<file path="src/rtl/outbuf_fifo.sv">
// outbuf_fifo: DEPTH-entry ring buffer between a compute core and a
// downstream consumer. It accepts one word per cycle and delivers one word
// per cycle. Cycles with cvalid low are not stored.
//
// cstop, ovalid and afull are decoded only from the level register, so no
// combinational path runs from ostop to cstop. When the buffer is full, a
// pop frees space, but the core cannot push until the following cycle. This
// costs one bubble per full-to-pop event.
//
// Parameters:
//   WIDTH  data width (signed, passed through bit-exact)
//   DEPTH  number of entries, power of two, >= 2
//   AFULL  occupancy at or above which afull asserts, 1..DEPTH
//
// Ports:
//   clk        rising-edge clock
//   rst        synchronous active-high reset (clears occupancy/pointers only)
//   cdata      core data in
//   cvalid     core data valid
//   cstop      stall to core: current cdata not accepted
//   odata      head-of-buffer data (don't-care while ovalid = 0)
//   ovalid     odata valid
//   ostop      downstream stall: odata not taken this cycle
//   level      occupancy 0..DEPTH
//   afull      level >= AFULL
//   stall_cnt  (only with OUTBUF_FIFO_STATS_EN) saturating count of
//              cycles with cvalid && cstop
//
// Optional feature macro: OUTBUF_FIFO_STATS_EN
module outbuf_fifo #(
  parameter int WIDTH = 32,
  parameter int DEPTH = 4,
  parameter int AFULL = DEPTH - 1
) (
  input  logic                         clk,
  input  logic                         rst,
  input  logic signed [WIDTH-1:0]      cdata,
  input  logic                         cvalid,
  output logic                         cstop,
  output logic signed [WIDTH-1:0]      odata,
  output logic                         ovalid,
  input  logic                         ostop,
  output logic [$clog2(DEPTH+1)-1:0]   level,
  output logic                         afull
`ifdef OUTBUF_FIFO_STATS_EN
  ,
  output logic [31:0]                  stall_cnt
`endif
);

  localparam int PW = $clog2(DEPTH);
  localparam int LW = $clog2(DEPTH + 1);

  logic signed [WIDTH-1:0] mem [DEPTH];
  logic [PW-1:0]           wr_ptr;
  logic [PW-1:0]           rd_ptr;
  logic                    push;
  logic                    pop;

  // Full and empty come from level, never from comparing the pointers.
  assign cstop  = (level == LW'(DEPTH));
  assign ovalid = (level != '0);
  assign afull  = (level >= LW'(AFULL));

  assign push  = cvalid && !cstop;
  assign pop   = ovalid && !ostop;
  assign odata = mem[rd_ptr];

  // Control state: pointers wrap naturally because DEPTH is a power of two.
  always_ff @(posedge clk) begin
    if (rst) begin
      level  <= '0;
      wr_ptr <= '0;
      rd_ptr <= '0;
    end else begin
      if (push) wr_ptr <= wr_ptr + PW'(1);
      if (pop)  rd_ptr <= rd_ptr + PW'(1);
      case ({push, pop})
        2'b10:   level <= level + LW'(1);
        2'b01:   level <= level - LW'(1);
        default: level <= level;
      endcase
    end
  end

  // Storage: not reset. After a reset, stale words are unreachable because
  // level returns to 0.
  always_ff @(posedge clk) begin
    if (push) mem[wr_ptr] <= cdata;
  end

`ifdef OUTBUF_FIFO_STATS_EN
  function automatic logic [31:0] sat_inc(input logic [31:0] v);
    return (v == '1) ? v : v + 32'd1;
  endfunction

  always_ff @(posedge clk) begin
    if (rst)                  stall_cnt <= '0;
    else if (cvalid && cstop) stall_cnt <= sat_inc(stall_cnt);
  end
`endif

endmodule
</file>
<file path="config.mk">
export PLATFORM = sky130hd
export DESIGN_NAME = outbuf_fifo
export DESIGN_NICKNAME = d
export VERILOG_FILES = /design/src/rtl/outbuf_fifo.sv
export SDC_FILE = /design/constraint.sdc
export NUM_CORES = 1
export LEC_CHECK = 0
export CAP_MARGIN = 20
export CORE_MARGIN = 2
export CORE_UTILIZATION = 41
export CTS_BUF_LIST = sky130_fd_sc_hd__clkbuf_4 sky130_fd_sc_hd__clkbuf_8 sky130_fd_sc_hd__clkbuf_16
export DETAILED_ROUTE_END_ITERATION = 8
export PLACE_DENSITY = 0.69
export SLEW_MARGIN = 5
export SYNTH_ARGS = -nofsm -noshare
export SYNTH_HDL_FRONTEND = slang
export SYNTH_SLANG_ARGS = --single-unit
export TNS_END_PERCENT = 1
</file>
<file path="constraint.sdc">
create_clock -name clk -period 4 [get_ports clk]
set_input_delay 0.6 -clock clk [delete_from_list [all_inputs] [get_ports clk]]
set_output_delay 0.6 -clock clk [all_outputs]
set_load 0.05 [all_outputs]
</file>
After elaboration in Yosys (flattened, before gate mapping)

Memories as Yosys holds them, arrays and structs flattened. A register that Yosys moved wholly into a read port is not among the register bits.
Index checks and enable logic that the tools add are counted.

Memories kept: 1
Register bits: 7
Bits of input ports: 36
Logic and storage cells: 23
Bits in writable memories: 128
Output and inout bits: 38

Memories:

| name | depth | width | rd ports | clocked after memory_dff | write ports | RTL line | text |
|---|---|---|---|---|---|---|---|
| mem  | 4     | 32    | 1        | 1                        | 1           | 54       | `logic signed [WIDTH-1:0] mem [DEPTH];` |

Multiplexer cells: 5
Equality and inequality tests: 3
Add/sub/neg operators: 4
Reductions and logical operators: 6
Order comparisons: 1

Operators by type and width:

| cell                                                                                | number |
|---|---|
| 3-bit one-hot mux with 2 select lines                                               | 1 |
| 2-bit by 1-bit adder with 2-bit output, second input constant                       | 2 |
| 2-bit 2-to-1 mux                                                                    | 2 |
| 3-bit by 1-bit adder with 3-bit output, second input constant                       | 1 |
| 3-bit == test, second input constant                                                | 1 |
| 3-bit by 2-bit greater-or-equal comparator with 1-bit output, second input constant | 1 |
| 3-bit nonzero test                                                                  | 1 |
| 3-bit by 1-bit subtractor with 3-bit output, second input constant                  | 1 |
| 2-bit by 1-bit == test with 1-bit output, second input constant                     | 1 |
| 2-bit == test, second input constant                                                | 1 |
| 1-bit logical AND                                                                   | 2 |
| 1-bit logical NOT                                                                   | 2 |
| 1-bit 2-to-1 mux                                                                    | 2 |
| 2-bit nonzero test                                                                  | 1 |

Longest topological paths before layout

Gate-level depths: netlist (run 1).

Depth in word-level cells: 5
Mapped depth: 9
Depth with buffers taken out: 9

Worst setup path after synthesis (run 1)

Ideal clock, no wire load.

Path kind: reg2reg
Start point: register level[2]
End point: register level[2]
Data required time: 3,930 ps
Arrival time: 2,893 ps
Stages on the path, launching flop included: 10
Clock period less this slack: 2,963 ps
Path buffers: 0
Path slack: 1,037 ps
Library setup time: 70 ps
Path through: dfxtp_1 > nor3b_2 > nor2_2 > inv_1 > ha_1 > inv_1 > fa_1 > xor2_1 > or3_1 > a21oi_1

Word-level cells in the longest chain between the ends: 5
Elaborated cells between the ends (all ways): 11
Classes of those cells: 2 x add/sub; 3 x eq/ne; 1 x mux; 5 x reduce/logical

Ends and longest elaborated chain:

| element                                                                     | RTL line | text |
|---|---|---|
| from (decl)                                                                 | 43       | `output logic [$clog2(DEPTH+1)-1:0] level,` |
| from (signal assigned)                                                      | 79       | `2'b10: level <= level + LW'(1);` |
| from (signal assigned)                                                      | 80       | `2'b01: level <= level - LW'(1);` |
| from (signal assigned)                                                      | 81       | `default: level <= level;` |
| 3-bit == test (*)                                                           | 61       | `assign cstop = (level == LW'(DEPTH));` |
| via cstop                                                                   | 39       | `output logic cstop,` |
| 1-bit logical NOT (*)                                                       | 65       | `assign push = cvalid && !cstop;` |
| 1-bit logical AND (*)                                                       | 65       |  |
| 2-bit by 1-bit == test with 1-bit output or 2-bit == test (tied branches)   | 78       | `case ({push, pop})` |
| 3-bit one-hot mux with 2 select lines or 2-bit nonzero test (tied branches) | n/a      |  |

Mark *: on every way through the listed nets, which the timed path passes. The rest lies on a longest branch.
A chain may end at the register's enable or synchronous reset.

==> run_results.csv, run 1 <==
group,metric,value,unit
sta,worst_pin_slew,0.911,ns
yosys,syn_area_per_cell,23.1,um^2
sta,min_period,3.18,ns
power,ir_worst_vdd,0.473,mV
setup_path,critPathRequiredTime,3.40,ns
floorplan,row_count,40,
placed_design,gp_congestion,0.664,
finish,area_growth_syn_to_layout,28.4,%
clock_tree,cts_tree,"done",
clock_tree,post_cts_resized,0,
routing,routedWlPerCell,17.8,um
clock_tree,clkTransAtPathRegs,0.06,ns
sta,fin_tns_setup,0,ns
setup_path,path_class,"register to primary output",
routing,drtPass1Iterations,4,
power,leakage,2.16,nW
sta,final_max_slew_viol_count,0,
routing,viasPerCell,4.86,
yosys,synth_top_area_share,0.745,
sta,finalSetupViolCount,0,
yosys,netlist_top_cells_area,"edfxtp_1, mux4_2, dfxtp_1, ha_1, buf_12",
global_routing,antenna_found_initial,1,
yosys,yosysUniqueCellTypes,26,
sta,max_freq,314,MHz
placed_design,hpwl,5.15,mm
yosys,ys_ff_latch,137,
setup_path,crit_arrival,2.58,ns
sta,min_period_over_period,0.795,
global_routing,grt_usage,0.146,
routing,ant_nets,0,
sta,rsz0062_at_grt,"false",
placed_design,port_buffers,73,
clock_tree,numClockSinks,137,
floorplan,start_util,0.424,
clock_tree,postCtsHoldBufs,0,
clock_tree,root_buffer,"clkbuf_16",
floorplan,boundaryPins,74,
yosys,yosysWarnings,0,
global_routing,grt_pass1_wl,13.7,mm
floorplan,coreArea,0.0122,mm^2
global_routing,grt_pass1_vias,2611,
finish,nets,351,
setup_path,crit_fanout,12,
finish,drive_gt1_frac,0.220,
setup_path,r2r_slack,1.78,ns
outcome,status,"finished clean",
clock_tree,numCtsBuffers,17,
sta,final_hold_viol_count,0,
clock_tree,cts_buffer_depth,2,
yosys,synth_nets,265,
clock_tree,clk_latency,0.41,ns
floorplan,die_w,116,um
power,powerDensity,713,mW/mm^2
worst_hold_path,hold_class,"register to register",
yosys,synthCells,223,
finish,final_util,0.545,
clock_tree,htree_levels,4,
floorplan,die_y,116,um
routing,drt-initial-drc-count,104,
yosys,synth_top_area_cell,"edfxtp_1",
clock_tree,cts_setup_buffers,0,
sta,fin_skew,0.00800,ns
setup_path,cp-end-kind,"primary output",
yosys,ys_seq_area_frac,0.780,
yosys,synth_edf_count,128,
routing,routed_wirelength,8.75,mm
routing,num_vias,2386,
job,cap_violations,0,
floorplan,die_area,0.0135,mm^2
sta,relSlewSlack,0.393,
yosys,synthFlopType,"edfxtp_1",
yosys,synthArstFlopShare,0,
global_routing,grt_max_degree,33,
setup_path,critPathLaunchType,"register",
yosys,syn-cell-area,0.00516,mm^2
global_routing,overflow,0,
routing,drc_errors,0,
routing by layer:
layer	part of all wire	vias to the layer above	GRT usage	routed length [um]
met3	0.057	9	0.0540	501
met1	0.43	1214	0.176	3730
met2	0.50	69	0.241	4390
met4	0.014	0	0.0571	126
li1	-	1094	-	-
met5	0	-	0	0
power by group:
part | internal (W) | leakage, nW | switching (W)
Clock | 0.000930 | 0.288 | 0.000602
Sequential | 0.00172 | 1.25 | 0.0000842
Combinational | 0.000533 | 0.621 | 0.000855
Total | 0.00318 | 2.16 | 0.00154
cells in the mapped netlist (all sizes together), types with 2 or more instances:
master	n
mux4	32
a21oi	5
or3	3
xor2	2
nand2b	2
o21ai	3
inv	8
and2	4
buf	7
edfxtp	128
nor3b	2
ha	5
dfxtp	9
nor2	6
worst max-delay path, cell delays in order, from the launching register on:
cell and delay [ns]:
dfxtp_2 0.52, buf_4 0.35, mux4_2 0.57, clkdlybuf4s50_1 0.72
area by class of cell:
type	instances	area [um^2]
diodes	1	2.50
clock buffers	17	425
clock inverters	15	164
fillers	959	5540
inverters	8	30.0
multi-input cells	70	1020
flip-flops and latches	137	4030
well taps	168	210
repair buffers	75	746
state kept, by name (all words and copies together), names as in the netlist, named ones only:
signal / count
mem: 128
level: 3
rd_ptr: 2
wr_ptr: 2
placed cells by master, fill, tap and decap left out, types with 3 or more instances in the layout:
cell / count
edfxtp_1: 128
clkdlybuf4s50_1: 73
mux4_2: 30
clkbuf_16: 17
inv_1: 8
dfxtp_1: 7
nor2_1: 5
a21oi_1: 5
ha_1: 5
and2_2: 4
inv_6: 4
o21ai_0: 3
or3_1: 3
clkinv_4: 3
kinds of logic after synthesis:
| group | count (synthesis) | share of synthesized area |
|---|---|---|
| AND/OR/NAND/NOR | 19 | 0.0228 |
| XOR/XNOR | 2 | 0.00340 |
| AO/OA/AOI/OAI | 9 | 0.00922 |
| multiplexers | 34 | 0.145 |
| adder cells (fa/ha/maj) | 6 | 0.0160 |
| flip-flops | 137 | 0.780 |
| buffers and inverters | 16 | 0.0233 |
stage by stage:
step	total power, W	std cells	area (um^2)	hold WS [ns]	worst slack, ns
after floorplan	0.00284	223	5160	0.482	1.04
after global placement	0.00322	458	6030	0.502	1.24
after detailed placement	0.00324	458	6030	0.524	1.21
after CTS	0.00478	490	6620	0.532	0.755
after global routing	0.00492	490	6620	0.574	0.668
final	0.00472	491	6620	0.527	0.820
worst paths after layout:
kind / depth (start not counted) / end / start
worst max-delay path: 3 / odata[15] / register
worst min-delay path: 2 / wr_ptr[1]$_SDFFE_PP0P_ / wr_ptr[1]$_SDFFE_PP0P_
worst min register to register: 2 / wr_ptr[1]$_SDFFE_PP0P_ / wr_ptr[1]$_SDFFE_PP0P_
worst max register to register: 9 / level[2]$_SDFFE_PP0P_ / level[2]$_SDFFE_PP0P_
Power figures use the tool's default switching activity.
==> inputs of run 2 (changes only) <==
Clock period 4 ns to 3.3 ns, I/O delays scaled along.
==> run 2 against run 1 <==
- register-to-register slack got worse by 0.74 ns
- worst hold slack got worse by 0.0045 ns
- total power rose by 19%
- first-iteration DRC count rose by 32%
- critical path type unchanged
==> run_results.csv, run 2 (same netlist as run 1, synthesis figures left out) <==
group,metric,value,unit
outcome,status,"finished clean",
setup_path,crit_buf_inv,2,
routing,routedWlPerCell,17.4,um
sta,relSlewSlack,0.559,
routing,drtPass1Iterations,4,
setup_path,max_stage_delay,0.71,ns
routing,drt-initial-drc-count,137,
placed_design,port_buffers,73,
clock_tree,numClockSinks,137,
global_routing,grt_pass1_vias,2536,
finish,fin_cells,494,
setup_path,crit_family,"buffers and inverters",
floorplan,row_count,40,
finish,final_cell_mix,"edfxtp_1, clkdlybuf4s50_1, mux4_2",
finish,largest_register_ffs,128,
setup_path,cp.depth,3,
floorplan,boundaryPins,74,
floorplan,die_y,116,um
routing,ant_nets,0,
sta,fin_skew,0.0111,ns
finish,nets,357,
clock_tree,htree_levels,4,
power,leakage,2.19,nW
finish,final_common_cell,"edfxtp_1",
sta,rsz0062_at_grt,"false",
finish,area_growth_syn_to_layout,29.4,%
setup_path,crit_arrival,2.45,ns
sta,fin_tns_setup,0,ns
power,power.total,0.00563,W
sta,fin_hold_ws,0.522,ns
setup_path,path_class,"register to primary output",
sta,min_period,2.95,ns
clock_tree,post_cts_resized,0,
finish,largestRegisters,"mem x128, level x3",
routing,routed_wirelength,8.60,mm
finish,finalInstanceArea,0.00668,mm^2
placed_design,gp_congestion,0.674,
setup_path,crit_path_cell_trace,"buf_12 -> mux4_1 -> clkdlybuf4s50_1",
floorplan,coreArea,0.0122,mm^2
clock_tree,root_buffer,"clkbuf_16",
sta,max_freq,339,MHz
clock_tree,cts_setup_buffers,0,
power,powerDensity,843,mW/mm^2
sta,finalSetupViolCount,0,
worst_hold_path,min_to,"wr_ptr[1]$_SDFFE_PP0P_",
floorplan,start_util,0.424,
finish,largest-register,"mem",
floorplan,die_area,0.0135,mm^2
floorplan,die_w,116,um
worst_hold_path,hold_depth,2,
routing,num_vias,2451,
clock_tree,cts_tree,"done",
global_routing,grt_usage,0.140,
setup_path,cp-end-kind,"primary output",
placed_design,hpwl,5.38,mm
finish,fillCellCount,946,
clock_tree,postCtsHoldBufs,0,
global_routing,antenna_found_initial,1,
clock_tree,numCtsBuffers,17,
setup_path,crit_fanout,26,
placed_design,placedCellCount,464,
worst_hold_path,worstHoldStart,"wr_ptr[1]$_SDFFE_PP0P_",
sta,min_period_over_period,0.893,
finish,multi_input_area,0.00102,mm^2
setup_path,rr_endpoint,"level[2]$_SDFFE_PP0P_",
sta,worst_pin_slew,0.662,ns
power,ir_worst_vdd,0.658,mV
clock_tree,clkTransAtPathRegs,0.05,ns
routing,drc_errors,0,
setup_path,critPathLaunchType,"register",
clock_tree,clk_latency,0.40,ns
worst_hold_path,hold_class,"register to register",
finish,drive_gt1_frac,0.234,
setup_path,worst-r2r-cell-count,9,
global_routing,grt_pass1_wl,13.2,mm
sta,final_hold_viol_count,0,
setup_path,critPathRequiredTime,2.80,ns
setup_path,r2r_start,"level[2]$_SDFFE_PP0P_",
job,cap_violations,0,
setup_path,r2r_slack,1.04,ns
finish,seq_area,0.00403,mm^2
global_routing,grt_max_degree,27,
routing,viasPerCell,4.96,
placed_design,placed_area,0.00613,mm^2
global_routing,overflow,0,
sta,final_max_slew_viol_count,0,
clock_tree,cts_buffer_depth,2,
setup_path,crit_slowest_cell,"clkdlybuf4s50_1",
==> run 2: changes by cell type in the layout (fill, tap and decap cells not counted), sizes merged <==
cell,previous run,this run
buf,2,8
clkinv,6,7
clkbuf,17,19
inv,14,8
==> run 2: how the worst max path moves through the flow <==
stage                     slack [ns]                    end                  start
after global placement          0.72              odata[20]               register
after global routing            0.17              odata[21]               register
after detailed placement        0.71              odata[21]               register
after floorplan                 0.34  level[2]$_SDFFE_PP0P_  level[2]$_SDFFE_PP0P_
after CTS                       0.28              odata[21]               register
final                           0.35              odata[21]               register
==> run 2: worst min-delay path, cell delays in order (launching register included) <==
cell and delay, ns:
dfxtp_1 0.33, nand2b_1 0.08, mux2i_1 0.06
==> run 2: per-stage QoR <==
| stage | util | worst slack [ns] |
|---|---|---|
| detailed placement | 0.504 | 0.711 |
| CTS | 0.549 | 0.285 |
| finish | 0.549 | 0.352 |
| floorplan | - | 0.337 |
| global route | 0.549 | 0.166 |
| global placement | 0.504 | 0.718 |
==> run 2: per-layer routing <==
metal  global-route usage  wire length, um  vias up
li1                     -                -     1101
met1                0.159             3440     1266
met2                0.237             4520       77
met5                    0                0        -
met3               0.0529              560        7
met4               0.0619               89        0
==> run 2: final cells by class <==
type / count / share of cell area
Tap cell: 168 / 0.0315
Inverter: 8 / 0.00450
Timing Repair Buffer: 81 / 0.126
Antenna cell: 1 / 0.000375
Sequential cell: 137 / 0.603
Clock buffer: 19 / 0.0660
Clock inverter: 10 / 0.0159
Multi-Input combinational cell: 70 / 0.153
==> run 2: report_power, final <==
part,internal [W],switching (W)
sequential,0.00208,0.0000883
combinational,0.000676,0.00105
clock,0.00110,0.000621
==> inputs of run 3 (changes only) <==
Settings changed: CORE_MARGIN 2 to 10.
==> run 3 against run 2 <==
- register-to-register slack improved by 0.05 ns
- total power grew 3.6%
- die area rose by 29%
- sequential power barely moved
- sequential share of layout area fell by 0.56 points
- via count down 2.3%
- maximum frequency is 4.7% higher
- sequential cell count unchanged
- core utilization is 0.51 points higher
- setup slack improved by 0.13 ns
- largest power group unchanged
==> run_results.csv, run 3 (same netlist as run 1, synthesis figures left out) <==
group,metric,value,unit
outcome,status,"finished clean",
finish,largest-register,"mem",
sta,finalSetupViolCount,0,
routing,routed_wirelength,9.56,mm
global_routing,antenna_found_initial,0,
finish,diodes,0,
global_routing,grt_pass1_vias,2690,
floorplan,die_w,132,um
sta,min_period,2.82,ns
finish,drive_gt1_frac,0.224,
job,cap_violations,0,
clock_tree,numClockSinks,137,
placed_design,port_buffers,73,
setup_path,path_class,"register to primary output",
setup_path,crit_arrival,2.32,ns
floorplan,boundaryPins,74,
placed_design,gp_congestion,0.693,
placed_design,hpwl,6.16,mm
floorplan,coreArea,0.0122,mm^2
finish,final_cell_mix,"edfxtp_1, clkdlybuf4s50_1, mux4_2",
sta,relSlewSlack,0.640,
clock_tree,root_buffer,"clkbuf_16",
setup_path,max_stage_delay,0.72,ns
clock_tree,htree_levels,4,
finish,nets,356,
finish,fin_cells,494,
sta,final_hold_viol_count,0,
setup_path,crit_family,"buffers and inverters",
setup_path,critPathLaunchType,"register",
routing,drtPass1Iterations,4,
finish,multi_input_area,0.00102,mm^2
sta,min_period_over_period,0.854,
global_routing,grt_max_degree,33,
clock_tree,clkTransAtPathRegs,0.06,ns
routing,ant_nets,0,
worst_hold_path,hold_depth,2,
global_routing,overflow,0,
routing,drt-initial-drc-count,152,
routing,num_vias,2394,
power,ir_worst_vdd,0.723,mV
sta,worst_pin_slew,0.540,ns
clock_tree,numCtsBuffers,17,
clock_tree,cts_setup_buffers,0,
finish,final_common_cell,"edfxtp_1",
sta,max_freq,355,MHz
power,powerDensity,865,mW/mm^2
setup_path,cp-end-kind,"primary output",
floorplan,start_util,0.424,
floorplan,die_area,0.0175,mm^2
finish,fillCellCount,940,
sta,fin_tns_setup,0,ns
setup_path,crit_path_cell_trace,"buf_12 -> mux4_1 -> clkdlybuf4s50_1",
sta,rsz0062_at_grt,"false",
routing,viasPerCell,4.85,
routing,drc_errors,0,
worst_hold_path,hold_class,"register to register",
finish,area_growth_syn_to_layout,30.6,%
power,leakage,2.21,nW
setup_path,cp.depth,3,
sta,fin_skew,0.00634,ns
clock_tree,cts_tree,"done",
routing,routedWlPerCell,19.4,um
setup_path,crit_fanout,32,
floorplan,die_y,132,um
sta,final_max_slew_viol_count,0,
global_routing,grt_usage,0.113,
clock_tree,clk_latency,0.40,ns
placed_design,placedCellCount,463,
clock_tree,post_cts_resized,0,
setup_path,critPathRequiredTime,2.80,ns
setup_path,crit_buf_inv,2,
clock_tree,cts_buffer_depth,2,
clock_tree,postCtsHoldBufs,0,
global_routing,grt_pass1_wl,15.0,mm
finish,largest_register_ffs,128,
finish,seq_area,0.00403,mm^2
setup_path,worst-r2r-cell-count,9,
finish,largestRegisters,"mem x128, level x3",
setup_path,crit_slowest_cell,"clkdlybuf4s50_1",
floorplan,row_count,40,
[run 3: cell types whose count changed in the layout (fill, tap and decap cells not counted), sizes merged]
cell,change
buf,-1
clkinv,-2
clkbuf,+2
bufinv,+2
diode,-1
[run 3: per-layer routing]
layer	routed length [um]	global-route usage
met1	4250	0.136
met2	4610	0.178
met3	547	0.0423
met4	146	0.0477
met5	0	0
[run 3: cell type report]
class                      instances  share of cell area
clock buffer                      21              0.0676
timing repair buffer              80               0.126
inverter                           8             0.00446
sequential                       137               0.597
tap                              168              0.0312
clock inverter                    10              0.0225
multi-input combinational         70               0.151
[run 3: worst register-to-register path: cells and delay by family, from the launching register on]
kind / cells / cell delay [ns]
and+or+nand+nor: 3 / 0.73
adders and majority gates: 2 / 0.54
DFF: 1 / 0.44
buffers and inverters: 2 / 0.13
AOI/OAI and AO/OA: 1 / 0.14
xor gates and xnor gates: 1 / 0.16
[run 3: final timing paths]
kind                                              from  slack [ns]                endpoint
worst min-delay path            wr_ptr[0]$_SDFFE_PP0P_        0.54  wr_ptr[0]$_SDFFE_PP0P_
worst max-delay path                          register        0.48               odata[20]
worst min register to register  wr_ptr[0]$_SDFFE_PP0P_        0.54  wr_ptr[0]$_SDFFE_PP0P_
worst max register to register   level[2]$_SDFFE_PP0P_        1.09   level[2]$_SDFFE_PP0P_
[run 3: per-stage QoR]
| step | setup slack (ns) | cell area [um^2] | power, W | utilization | hold WS (ns) |
|---|---|---|---|---|---|
| 2_1_floorplan | 0.337 | 5160 | 0.00344 | - | 0.482 |
| 3_3_place_gp | 0.881 | 6130 | 0.00395 | 0.504 | 0.502 |
| 3_5_place_dp | 0.873 | 6130 | 0.00397 | 0.504 | 0.520 |
| 4_1_cts | 0.441 | 6740 | 0.00591 | 0.554 | 0.528 |
| 5_1_grt | 0.375 | 6740 | 0.00606 | 0.554 | 0.555 |
| 6_report | 0.483 | 6740 | 0.00583 | 0.554 | 0.536 |
[run 3: power breakdown]
part	switching [W]	internal (W)	total, W	leakage [nW]
logic	0.00108	0.000673	0.00176	0.662
clock network	0.000636	0.00128	0.00192	0.295
registers	0.0000733	0.00208	0.00215	1.25
total	0.00179	0.00404	0.00583	2.21
